### config.mk
export PLATFORM = sky130hd
export DESIGN_NAME = match_filter_ctrl
export DESIGN_NICKNAME = d
export VERILOG_FILES = /design/src/rtl/match_filter_ctrl.sv
export SDC_FILE = /design/constraint.sdc
export NUM_CORES = 2
export LEC_CHECK = 0
export ABC_CLOCK_PERIOD_IN_PS = 3100
export BUFFER_PORTS_ARGS = -buffer_cell sky130_fd_sc_hd__buf_2
export CAP_MARGIN = 20
export CELL_PAD_IN_SITES_DETAIL_PLACEMENT = 0
export CELL_PAD_IN_SITES_GLOBAL_PLACEMENT = 1
export CORE_MARGIN = 8
export CORE_UTILIZATION = 43
export DETAILED_ROUTE_END_ITERATION = 12
export PLACE_DENSITY_LB_ADDON = 0.1
export SYNTH_ARGS = -nofsm -noshare
export SYNTH_HDL_FRONTEND = slang
export SYNTH_SLANG_ARGS = --single-unit
### constraint.sdc
create_clock -name clk -period 3.1 [get_ports clk]
set_input_delay 0.155 -clock clk [delete_from_list [all_inputs] [get_ports clk]]
set_output_delay 0.155 -clock clk [all_outputs]
set_load 0.05 [all_outputs]
### src/rtl/match_filter_ctrl.sv
// Match filter control: shadow/active coefficient config with sample-aligned commit,
// match/ack handshake, and holdoff-filtered match statistics.
module match_filter_ctrl #(
  parameter int NUM_WORDS = 12,
  parameter int MAX_LEN   = 192,
  parameter int HOLDOFF   = 16
) (
  input  logic                      clk,
  input  logic                      reset,
  input  logic                      cfg_wr,
  input  logic                      cfg_rd,
  input  logic [4:0]                cfg_addr,
  input  logic [31:0]               cfg_wdata,
  output logic [31:0]               cfg_rdata,
  output logic                      cfg_rvalid,
  input  logic                      rxstrobe,
  input  logic                      match,
  output logic [32*NUM_WORDS-1:0]   co_bus,
  output logic [7:0]                co_length,
  output logic [31:0]               threshhold,
  output logic                      co_valid,
  output logic                      ack,
  output logic                      match_event,
  output logic [15:0]               match_count,
  output logic [31:0]               match_ts,
  output logic                      cfg_err
);
  localparam int HW = $clog2(HOLDOFF + 1);

  typedef enum logic [1:0] {DISABLED = 2'd0, COMMIT_WAIT = 2'd1, ACTIVE = 2'd2} state_t;
  state_t state, state_nx;

  logic [NUM_WORDS-1:0][31:0] shadow;
  logic [7:0]  sh_len;
  logic [31:0] sh_thr;
  logic [31:0] sample_cnt;
  logic [HW-1:0] holdoff;
  logic [31:0] rd_mux;
  logic ctl_wr, commit, dis, clr_stats, clr_err, len_ok;
  logic load, err_set, take, counted;

  assign ctl_wr    = cfg_wr && (cfg_addr == 5'd14);
  assign commit    = ctl_wr && cfg_wdata[0];
  assign dis       = ctl_wr && cfg_wdata[1];
  assign clr_stats = ctl_wr && cfg_wdata[2];
  assign clr_err   = ctl_wr && cfg_wdata[3];
  assign len_ok    = (sh_len != 8'd0) && ({1'b0, sh_len} <= 9'(MAX_LEN));
  assign co_valid  = (state == ACTIVE);

  // Filter holds match high for a cycle after ack, so a live ack masks it.
  assign take    = match && !ack;
  assign counted = take && (state == ACTIVE) && (holdoff == '0);

  always_comb begin
    state_nx = state;
    load     = 1'b0;
    err_set  = commit && !dis && !len_ok;
    case (state)
      DISABLED:    if (commit && !dis && len_ok) state_nx = COMMIT_WAIT;
      COMMIT_WAIT: begin
        if (dis) state_nx = DISABLED;
        else if (rxstrobe) begin
          load     = 1'b1;
          state_nx = ACTIVE;
        end
      end
      ACTIVE: begin
        if (dis) state_nx = DISABLED;
        else if (commit && len_ok) state_nx = COMMIT_WAIT;
      end
      default: state_nx = DISABLED;
    endcase
  end

  always_comb begin
    rd_mux = 32'd0;
    for (int k = 0; k < NUM_WORDS; k++)
      if (cfg_addr == 5'(k)) rd_mux = shadow[k];
    case (cfg_addr)
      5'd12:   rd_mux = {24'd0, sh_len};
      5'd13:   rd_mux = sh_thr;
      5'd14:   rd_mux = {24'd0, cfg_err, 1'b0, state, 4'd0};
      5'd15:   rd_mux = {16'd0, match_count};
      5'd16:   rd_mux = match_ts;
      default: ;
    endcase
  end

  always_ff @(posedge clk) begin
    if (!reset) begin
      state       <= DISABLED;
      shadow      <= '0;
      sh_len      <= '0;
      sh_thr      <= '0;
      co_bus      <= '0;
      co_length   <= '0;
      threshhold  <= '0;
      sample_cnt  <= '0;
      holdoff     <= '0;
      ack         <= 1'b0;
      match_event <= 1'b0;
      match_count <= '0;
      match_ts    <= '0;
      cfg_err     <= 1'b0;
      cfg_rdata   <= '0;
      cfg_rvalid  <= 1'b0;
    end else begin
      state <= state_nx;
      if (cfg_wr) begin
        for (int k = 0; k < NUM_WORDS; k++)
          if (cfg_addr == 5'(k)) shadow[k] <= cfg_wdata;
        if (cfg_addr == 5'd12) sh_len <= cfg_wdata[7:0];
        if (cfg_addr == 5'd13) sh_thr <= cfg_wdata;
      end
      // Copy sees pre-edge shadow, so a same-cycle write misses this commit.
      if (load) begin
        co_bus     <= shadow;
        co_length  <= sh_len;
        threshhold <= sh_thr;
      end
      if (rxstrobe) sample_cnt <= sample_cnt + 32'd1;
      if (err_set) cfg_err <= 1'b1;
      else if (clr_err) cfg_err <= 1'b0;

      ack         <= take;
      match_event <= counted && !clr_stats;
      if (clr_stats) begin
        match_count <= '0;
        match_ts    <= '0;
        holdoff     <= '0;
      end else if (counted) begin
        if (match_count != 16'hFFFF) match_count <= match_count + 16'd1;
        match_ts <= sample_cnt;
        holdoff  <= HW'(HOLDOFF);
      end else if (rxstrobe && holdoff != '0) begin
        holdoff <= holdoff - HW'(1);
      end

      cfg_rvalid <= cfg_rd;
      cfg_rdata  <= cfg_rd ? rd_mux : 32'd0;
    end
  end
endmodule

Yosys cells after proc, flatten, opt, wreduce, memory -nomap -nowiden
Index checks and enable logic that the tools add are counted.

storage, ports and cells
  bits in registers = 971
  bits in latches = 0
  memory bits (writable) = 0
  ROM bits = 0
  input port bits = 43
  logic and storage cells = 126
  memories = 0

operators by class
  $add $sub $neg = 3
  $mul = 0
  div/mod/pow operators = 0
  order comparisons = 1
  eq/ne operators = 22
  shift-type cells = 0
  mux-type cells = 26
  bitwise logic cells = 1
  reduce and logical (&&, ||, !) cells = 45

operators with widths
  kind                                                   count
  two-way mux 32 bit                                     12
  case mux 32 bit (5 select lines)                       1
  == test 5 x 4 -> 1 bit, second input constant          8
  adder 32 x 1 -> 32 bit, second input constant          1
  AND reduction 2 bit                                    16
  == test 5 x 3 -> 1 bit, second input constant          4
  adder 16 x 1 -> 16 bit, second input constant          1
  inequality test 16 bit, second input constant          1
  logical AND 1 bit                                      15
  == test 5 x 2 -> 1 bit, second input constant          2
  logical NOT 5 bit                                      2
  two-way mux 2 bit                                      5
  two-way mux 5 bit                                      2
  less-or-equal comparator 8 bit, second input constant  1
  nonzero test 8 bit                                     1
  case mux 2 bit (3 select lines)                        1
  == test 5 x 1 -> 1 bit, second input constant          1
  == test 5 bit, second input constant                   1
  two-way mux 1 bit                                      5
  nonzero test 5 bit                                     1
  subtractor 5 x 1 -> 5 bit, second input constant       1
  logical NOT 1 bit                                      4
  nonzero test 2 bit                                     2
  inequality test 3 x 1 -> 1 bit, second input constant  1
  other kinds (9)                                        9

Depth between registers and ports, before layout
  depth after elaboration = 14
  depth in mapped cells = 10

Least setup slack after synthesis
Ideal clock, no wire load.

  path kind = flip-flop to flip-flop
  start point = register holdoff[0]
  end point = register match_count[7]
  setup time = 0.071 ns
  arrival time = 2.447 ns
  data required time = 3.029 ns
  setup slack = 0.582 ns
  cell stages (with the launch flop) = 10
  path buffers = 2
  clock period less this slack = 2.518 ns
  path through = dfxtp_1 inv_1 ha_1 or4b_4 or2_1 buf_6 or4_1 buf_2 or3_1 a21oi_1

between the ends
  longest elaborated chain between the ends = 3

ends and longest elaborated chain
  what                           RTL line  text
  start, declared                37        logic [HW-1:0] holdoff;
  start signal, assigned         134       holdoff <= HW'(HOLDOFF);
  start signal, assigned         136       holdoff <= holdoff - HW'(1);
  logical NOT 5 bit              52        assign counted = take && (state == ACTIVE) && (holdoff == '0);
  logical AND 1 bit              52
  AND reduction 2 bit (no line)  --
  end signal, assigned           132       if (match_count != 16'hFFFF) match_count <= match_count + 16'd1;
  end, declared                  24        output logic [15:0] match_count,

Every way passes these cells.
A chain may end at the register's enable or synchronous reset.

Worst setup path in the final report
  start point = register holdoff[0]
  end point = register match_count[8]

The elaborated chain is that of the path after synthesis.

==> results.md <==
* Status: finished, final reports clean
* Largest cells by area after synthesis: dfxtp_1 (49%), nand2_1 (17%), a21boi_0 (15%)
* Post-route non-filler standard cell count at 6694
* Die W at 320 um
* Final period demand of the worst path at 2690 ps
* Sink Count at 971
* Post-Synthesis Cell Area at 0.0399 mm2
* Die Ht at 320 um
* Synth Area in Simple Gates at 0.217
* Fin Setup TNS at 0 ps
* Gpl congestion at 1.03
* Delay-heaviest family, CP: simple AND/OR/NAND/NOR gates
* Post-DP Area at 0.0442 mm2
* # IOs at 552
* CP max FO at 25
* Max VDD drop at 0.000384 V
* Wire per inst at 27.7 um
* Reg area at 0.0194 mm2
* Total gr overflow at 0
* Buffer and inverter count on the worst path at 2
* # fillers at 9052
* Critical Path Sink Type: register
* R2r endpoint: match_count[8]
* F_max at 372 MHz
* Flops & latches, synth at 971
* Vias/cell at 5.71
* CTS Root Cell: clkbuf_16
* Compound-Gate Fraction of Synth Area at 0.236
* Worst-path clk slew at 60 ps
* WP data required at 3670 ps
* Drt initial violations at 4813
* Syn_nets at 4969
* Top cell type's share of synthesized area at 0.488
* Post-synthesis sequential area ratio at 0.488
* First-pass GRT wire length at 262000 um
* Latest clock arrival within the worst-skew pair at 700 ps
* Final worst-path cycle share at 0.867
* Reg2reg path depth at 9
* Startpoint types: register
* Cts bufs inserted at 105
* Drc violations at 0
* Proportion of synthesized area in mux cells at 0.00976
* Gates resized, CTS repair at 0
* Post-Synth Adder-Cell Area at 0.00126
* Area grow syn2layout at 20.2%
* Vias at 38.2k
* Post-synthesis instance total at 4922
* Static Leak at 17.5 nW
* Placeable Area at 0.0918 mm2
* Slowest CP cell: or4_1
* RSZ-0062 raised after global routing: false
* Number of synthesized flops with an enable pin at 0
* Placed insts at 6486
* Top_reg_cell synth: dfxtp_1
* Largest net degree at the start of global routing at 211
* Vias in the first global route at 35.6k
* HPWL Detailed at 135000 um
* Starting Density at 0.434
* Drt total wl at 186000 um
* Async SR Flop Fraction at 0
* Max Cap Viol at 0
* Worst Hold Class: in2reg
* Critical path class: reg2reg
* Relative slew margins at 0.145
* Post-synth top area cell: dfxtp_1
* Most frequent CP cell: nor2_1
* Worst-case clock buffer depth at 3
* Layout net count at 5404
* Layout cells sized above 1 at 0.173
* Final Max Tran Viols at 0
* Endpoints failing hold at 0
* Antenna Violating Nets Remaining at 0
* Worst Clk Skew at 28.9 ps
* Synth Area per Inst at 8.10 um2
* Post-route cell area at 0.0479 mm2
* Worst setup startpoint: holdoff[0]
* Dpl ws at 143 ps
* Area occupied by multi-input gates at 0.0188 mm2
* Reg2reg setup slack at 410 ps
* Largest family of logic cells by synthesized area: compound AO/OA/AOI/OAI gates
* Cell Rows at 111
* Stages on worst setup path at 9
* DRT Pass-1 Iters at 8
* XOR/XNOR Fraction of Synth Area at 0.00791
* Most common cell in the netlist: nand2_1
* Worst Setup Slack, final at 413 ps
* Core Util, Final at 0.522
* Die ar. at 0.103 mm2
* Critical Path AT at 3250 ps
* GRT Total Usage at 0.344
* Critical Path, Cell by Cell: inv_1 > ha_1 > or4b_4 > or2_1 > buf_4 > or4_1 > nor2_1 > xnor2_1 > nor2_1
* CTS H-Tree Depth at 3
* Netlist cell types at 75
* IO buf count at 551
* Number of antenna violations at the first check in global routing at 20
* CTS tree: built
* Worst r2r src: holdoff[0]
* CP max stage delay at 620 ps
* Final setup fails at 0
* Slew @ Worst Pin at 1250 ps
* Most instantiated cells after synthesis: nand2_1 (1841), dfxtp_1 (971), a21boi_0 (781), clkbuf_1 (337), a21oi_1 (123)
* Ys Warns at 0
* Pwr dens at 569 mW/mm2
* Setup crit end: match_count[8]
## flip-flops by register name (all words and copies together), names as in the netlist
register / count
co_bus: 384
shadow: 384
cfg_rdata: 32
match_ts: 32
sample_cnt: 32
sh_thr: 32
threshhold: 32
match_count: 16
co_length: 8
sh_len: 8
holdoff: 5
state: 2
ack: 1
cfg_err: 1
cfg_rvalid: 1
match_event: 1
## worst min-delay path by stage
| stage | cells after the start | slack, ps | endpoint | start |
|---|---|---|---|---|
| after global placement | 2 | 440 | ack | match |
| after CTS | 3 | 0.02 | shadow[354] | cfg_wdata[2] |
| after global routing | 3 | 20 | shadow[293] | cfg_wdata[5] |
| after detailed placement | 2 | 440 | ack | match |
| after floorplan | 2 | 300 | sh_thr[10] | cfg_wdata[10] |
| final | 3 | 40 | shadow[354] | cfg_wdata[2] |
## per-stage QoR
step / total power (W) / hold WS, ps
2_1_floorplan: 0.0136 / 300
3_5_place_dp: 0.0143 / 443
3_3_place_gp: 0.0143 / 435
6_report: 0.0273 / 36.5
4_1_cts: 0.0273 / 0.0164
5_1_grt: 0.0280 / 21.0
## kinds of logic after synthesis
group | count (synthesis)
buf+inv | 418
fa+ha+maj | 4
simple gates | 2156
flops | 971
compound gates | 1306
xor+xnor | 36
mux | 31
## routing by layer
metal	track usage	wire, um
met2	0.535	82000
met1	0.446	74800
met5	0	124
met3	0.0892	18700
met4	0.161	10100
## cells in the final DEF, fill, tap and decap left out, types with 22 or more instances in the layout
| master | count |
|---|---|
| nor2b_1 | 22 |
| xnor2_1 | 29 |
| nor2_1 | 81 |
| a21boi_1 | 68 |
| and2_1 | 37 |
| nand3_1 | 38 |
| buf_4 | 157 |
| clkbuf_8 | 28 |
| a22oi_1 | 58 |
| nand2_1 | 1840 |
| o22ai_1 | 41 |
| nor3_1 | 29 |
| buf_2 | 549 |
| a21boi_0 | 781 |
| dfxtp_1 | 971 |
| a21oi_1 | 123 |
| clkinv_2 | 24 |
| mux2i_1 | 22 |
| o21ai_0 | 72 |
| clkbuf_16 | 107 |
## where the power goes
part	switching, W	internal, W	total (W)
Combinational	0.000964	0.000435	0.00140
Sequential	0.000106	0.0125	0.0127
Clock	0.00532	0.00789	0.0132
Total	0.00639	0.0209	0.0273
## area by class of cell
cell class                 count  area share
sequential                   971       0.406
tap                         1243      0.0325
antenna                        7    0.000366
multi-input combinational   3533       0.393
clock buffer                 150      0.0651
timing repair buffer         731      0.0908
clock inverter                44      0.0109
inverter                      15     0.00118
## timing repair
| item | in CTS | in global routing |
|---|---|---|
| hold buffers | 7 | 0 |
| hold endpoints to repair | 63 | 0 |
| setup buffers | 0 | 0 |
## worst min-delay path, stage by stage
cell and delay (ps):
buf_2 320, nand2_1 130, a21boi_0 70
Note: power is estimated with default switching activity, not from simulation.
